<file path="src/rtl/fetch_stage.sv">
// Instruction-fetch stage: owns the PC and runs a one-outstanding-request handshake to instruction memory.
// Presents the fetched word, PC+4 and the IF/ID write enable; handles load-use stalls and branch/jump flushes.
module fetch_stage #(
  parameter logic [31:0] RESET_PC = 32'h0000_0000,
  parameter logic [31:0] NOP_WORD = 32'h0000_0000
) (
  input  logic        Clk,
  input  logic        rst,
  input  logic        PCWrite,
  input  logic        branch_taken,
  input  logic [31:0] branch_target,
  input  logic        jump,
  input  logic [31:0] jump_target,
  output logic        imem_req,
  output logic [31:0] imem_addr,
  input  logic        imem_ready,
  input  logic [31:0] imem_rdata,
  output logic [31:0] instruction,
  output logic [31:0] pc_plus4,
  output logic        IF_IDWrite
);

  localparam int unsigned XLEN = 32;

  typedef enum logic [1:0] {
    S_FETCH = 2'd0,
    S_HOLD  = 2'd1,
    S_DRAIN = 2'd2
  } state_t;

  state_t            r_state;
  logic [XLEN-1:0]   r_pc;
  logic [XLEN-1:0]   r_hold_instr;
  logic [XLEN-1:0]   r_redirect_pc;

  state_t            w_state_next;
  logic [XLEN-1:0]   w_pc_next;
  logic [XLEN-1:0]   w_hold_next;
  logic [XLEN-1:0]   w_redirect_pc_next;
  logic              w_req;
  logic              w_wr;
  logic [XLEN-1:0]   w_instr;
  logic              w_redirect;
  logic [XLEN-1:0]   w_target;
  logic [XLEN-1:0]   w_pc_inc;

  // Branch wins over jump; low address bits are dropped to keep fetches word aligned.
  assign w_redirect = branch_taken | jump;
  assign w_target   = (branch_taken ? branch_target : jump_target) & ~XLEN'(3);
  assign w_pc_inc   = r_pc + XLEN'(4);

  always_comb begin
    w_state_next       = r_state;
    w_pc_next          = r_pc;
    w_hold_next        = r_hold_instr;
    w_redirect_pc_next = r_redirect_pc;
    w_req              = 1'b0;
    w_wr               = 1'b0;
    w_instr            = NOP_WORD;
    unique case (r_state)
      S_FETCH: begin
        w_req = 1'b1;
        if (imem_ready) begin
          if (w_redirect) begin
            w_wr      = 1'b1;
            w_pc_next = w_target;
          end else if (PCWrite) begin
            w_instr   = imem_rdata;
            w_wr      = 1'b1;
            w_pc_next = w_pc_inc;
          end else begin
            w_hold_next  = imem_rdata;
            w_state_next = S_HOLD;
          end
        end else if (w_redirect) begin
          // Address must stay put until memory answers, so park the target and drain.
          w_wr               = 1'b1;
          w_redirect_pc_next = w_target;
          w_state_next       = S_DRAIN;
        end else begin
          w_wr = PCWrite;
        end
      end
      S_HOLD: begin
        w_instr = r_hold_instr;
        if (w_redirect) begin
          w_instr      = NOP_WORD;
          w_wr         = 1'b1;
          w_pc_next    = w_target;
          w_state_next = S_FETCH;
        end else if (PCWrite) begin
          w_wr         = 1'b1;
          w_pc_next    = w_pc_inc;
          w_state_next = S_FETCH;
        end
      end
      S_DRAIN: begin
        w_req = 1'b1;
        w_wr  = PCWrite;
        if (imem_ready) begin
          w_pc_next    = w_redirect ? w_target : r_redirect_pc;
          w_state_next = S_FETCH;
        end else if (w_redirect) begin
          w_redirect_pc_next = w_target;
        end
      end
      default: begin
        w_state_next = S_FETCH;
      end
    endcase
  end

  always_ff @(posedge Clk or posedge rst) begin
    if (rst) begin
      r_state       <= S_FETCH;
      r_pc          <= RESET_PC;
      r_hold_instr  <= '0;
      r_redirect_pc <= '0;
    end else begin
      r_state       <= w_state_next;
      r_pc          <= w_pc_next;
      r_hold_instr  <= w_hold_next;
      r_redirect_pc <= w_redirect_pc_next;
    end
  end

  // Reset squashes the request and the IF/ID write immediately, without waiting for an edge.
  assign imem_req    = w_req & ~rst;
  assign imem_addr   = r_pc;
  assign pc_plus4    = w_pc_inc;
  assign instruction = rst ? NOP_WORD : w_instr;
  assign IF_IDWrite  = w_wr & ~rst;

endmodule

</file>
<file path="config.mk">
export PLATFORM = sky130hd
export DESIGN_NAME = fetch_stage
export DESIGN_NICKNAME = d
export VERILOG_FILES = /design/src/rtl/fetch_stage.sv
export SDC_FILE = /design/constraint.sdc
export NUM_CORES = 1
export LEC_CHECK = 0
export BUFFER_PORTS_ARGS = -buffer_cell sky130_fd_sc_hd__buf_2
export CAP_MARGIN = 10
export CORE_MARGIN = 2
export CORE_UTILIZATION = 50
export CTS_CLUSTER_SIZE = 20
export DETAILED_ROUTE_END_ITERATION = 10
export PLACE_DENSITY = 0.83
export SYNTH_ARGS = -nofsm -noshare
export SYNTH_HDL_FRONTEND = slang
export SYNTH_SLANG_ARGS = --single-unit
</file>
<file path="constraint.sdc">
create_clock -name Clk -period 3.6 [get_ports Clk]
set_input_delay 0.72 -clock Clk [delete_from_list [all_inputs] [get_ports Clk]]
set_output_delay 0.72 -clock Clk [all_outputs]
set_load 0.02 [all_outputs]
</file>
==> metrics.cfg <==
[grt]
grt_max_degree = 67
first_global_vias = 5841
grt_pass1_wl_um = 28400
antenna_found_initial = 1
grt_util_all_layers = 0.274
overflow = 0

[floorplanning]
dieArea_um2 = 12700
initial_utilization = 0.516
fp.dieW_um = 113
io_pins = 200
core-area_um2 = 11500
core.rowCount = 39
chipHeight_um = 113

[logic_synthesis]
ys_top_cells_by_count = dfrtp_1, nor2_1, a22oi_1, clkbuf_1, o21ai_0
synth_top_cell_by_area = dfrtp_1
synth_cell_types = 53
synth.yosys.seq_area_share = 0.415
yosysWarnings = 0
postSynth.asyncResetShare = 1.00
ys.flop_type = dfrtp_1
synth_top_area_frac = 0.415
synth_seq_cells = 98
yosys-top-cells-area = dfrtp_1, a22oi_1, mux2_2
synthCells = 632
synth_most_common_cell = dfrtp_1
synth-edff-count = 0
synth_nets = 735
avgSynthCellArea_um2 = 9.35
synth_area_um2 = 5910

[sta]
min_period_ns = 3.17
skew_ns = 0.00707
hold_slack_ns = 0.416
finalCritPeriodShare = 0.880
setup_violations = 0
rsz0062_at_grt = no
final_hold_viol_count = 0
slew_headroom = 0.168
report.final.slew_viol_count = 0
clock.fmax_ghz = 0.316
worst_pin_slew_ns = 1.25
setup_tns_ns = 0

[detailed_routing]
drt-total-wl_um = 18000
viasPerCell = 6.42
first_pass_iters = 9
drt_first_iter_violations = 660
drc_errors = 0
antenna_left = 0
routedWlPerCell_um = 19.2
vias = 6031

[worst_setup_path]
cp.required_ns = 2.88
cp-end-kind = output port
path_class = reg2out
cp.arrival_ns = 2.45
cp_max_fo = 9
start_kind = flip-flop

[clocking]
clk_latency_ns = 0.34
ctsHoldBuffers = 0
cts_made_buffers = 9
clockRootBuffer = clkbuf_16
cts_tree = yes
cts.clk_slew.worst_paths_ns = 0.07
cts_buffer_depth = 2
cts-htree-levels = 3
cts.sinks = 98
postCtsResizedCells = 0
postCtsSetupRepairBufs = 0

[power]
p_comb_frac = 0.265
total_power_uw = 3360
internal_power_uw = 2230
power.switching_uw = 1130
irDropWorstVdd_v = 0.000243
sw_frac_of_total = 0.335
power_frac_seq = 0.448
power_frac_clock = 0.287
leakagePower_uw = 0.00324
power.density_nw_per_um2 = 463

[run_status]
status = finished, final reports clean

[finish]
nNetsFinal = 895
drive_gt1_frac = 0.343
syn_to_final_growth_pct = 22.6
fillers = 959

[placement]
place_congestion = 0.927
hpwl_um = 12500
port_buffers = 195

[worst_hold_path]
hp-class = in2async

[run]
drv_cap = 0

-- layout make-up --
cell class | count | area, um^2 | share of cell area
Multi-Input combinational cell | 463 | 3180 | 0.438
Sequential cell | 98 | 2450 | 0.338
Timing Repair Buffer | 209 | 1110 | 0.153
Clock buffer | 12 | 246 | 0.0340
Tap cell | 143 | 179 | 0.0247
Inverter | 11 | 43.8 | 0.00604
Clock inverter | 3 | 40.0 | 0.00552
Antenna cell | 1 | 2.50 | 0.000345
-- layout by cell type (no fill, tap or decap), types with 3 or more instances in the layout --
cell type    n
nand4_1      8
clkbuf_16    9
a21oi_1     22
nor3_1       5
o41ai_1      3
and3_1       5
dfrtp_1     98
nor2b_1     26
buf_4       12
inv_1        9
nor4_1       3
o31a_1      12
and2_1       3
a22oi_1     56
a222oi_1    28
o21ai_0     42
o31ai_1      5
o21ai_1      3
a22o_1       8
a31oi_1     27
o22ai_1     14
xor2_1       7
buf_2      195
mux2_2      33
and4_1       3
nand3_1     14
xnor2_1     21
nand2_1     27
nor2_1      58
-- critical path, cell delays in order (launching register included) --
cell and delay, ns:
dfrtp_1 0.49, nand4_1 0.25, nor4_1 0.69, and3_1 0.35, xor2_1 0.15, buf_2 0.18
-- power by group through the flow --
stage          Sequential, uW  Combinational (uW)  Clock (uW)
4_1_cts                  1500                 891         974
3_5_place_dp             1520                 888           0
2_1_floorplan            1520                 554           0
6_report                 1500                 889         964
5_1_grt                  1530                 963        1020
3_3_place_gp             1500                 855           0
-- state kept, by name, indices dropped and copies added, names as in the netlist --
| signal | count |
|---|---|
| r_state | 2 |
| imem_addr | 32 |
| r_hold_instr | 32 |
| r_redirect_pc | 32 |
-- stage by stage --
stage	std cells	area, um^2	worst slack [ns]	utilization
4_1_cts	939	7250	0.456	0.632
5_1_grt	940	7250	0.241	0.632
3_5_place_dp	924	6960	0.788	0.607
3_3_place_gp	924	6960	0.837	0.607
2_1_floorplan	632	5910	0.318	-
6_report	940	7250	0.432	0.632
-- cells by family (layout without fill, tap and decap cells) --
group,after synthesis,in the layout,share of synthesized area
compound gates,229,229,0.272
simple gates,172,172,0.157
flops,98,98,0.415
buf+inv,71,235,0.0495
mux,33,33,0.0629
xor+xnor,28,28,0.0415
fa+ha+maj,1,1,0.00212
other cells,0,1,0
-- final timing paths --
kind / from / to / slack, ns / depth (start not counted)
max in group asynchronous: rst / r_redirect_pc[27]$_DFFE_PP0P_ / 2.46 / 3
max reg2reg: r_state[0]$_DFFE_PP0P_ / imem_addr[8]$_DFFE_PP0P_ / 1.15 / 6
min: rst / r_hold_instr[5]$_DFFE_PP0P_ / 0.42 / 2
max: imem_addr[23]$_DFFE_PP0P_ / pc_plus4[30] / 0.43 / 5
min in group Clk: r_redirect_pc[1]$_DFFE_PP0P_ / r_redirect_pc[1]$_DFFE_PP0P_ / 0.50 / 1
min reg2reg: r_redirect_pc[1]$_DFFE_PP0P_ / r_redirect_pc[1]$_DFFE_PP0P_ / 0.50 / 1
-- metal layers --
metal / vias up / wire [um] / track usage
li1: 2725 / - / -
met1: 2955 / 7020 / 0.355
met2: 297 / 9030 / 0.452
met3: 54 / 1280 / 0.0359
met4: 0 / 671 / 0.139
met5: - / 0 / 0
(Power assumes the default switching activity.)
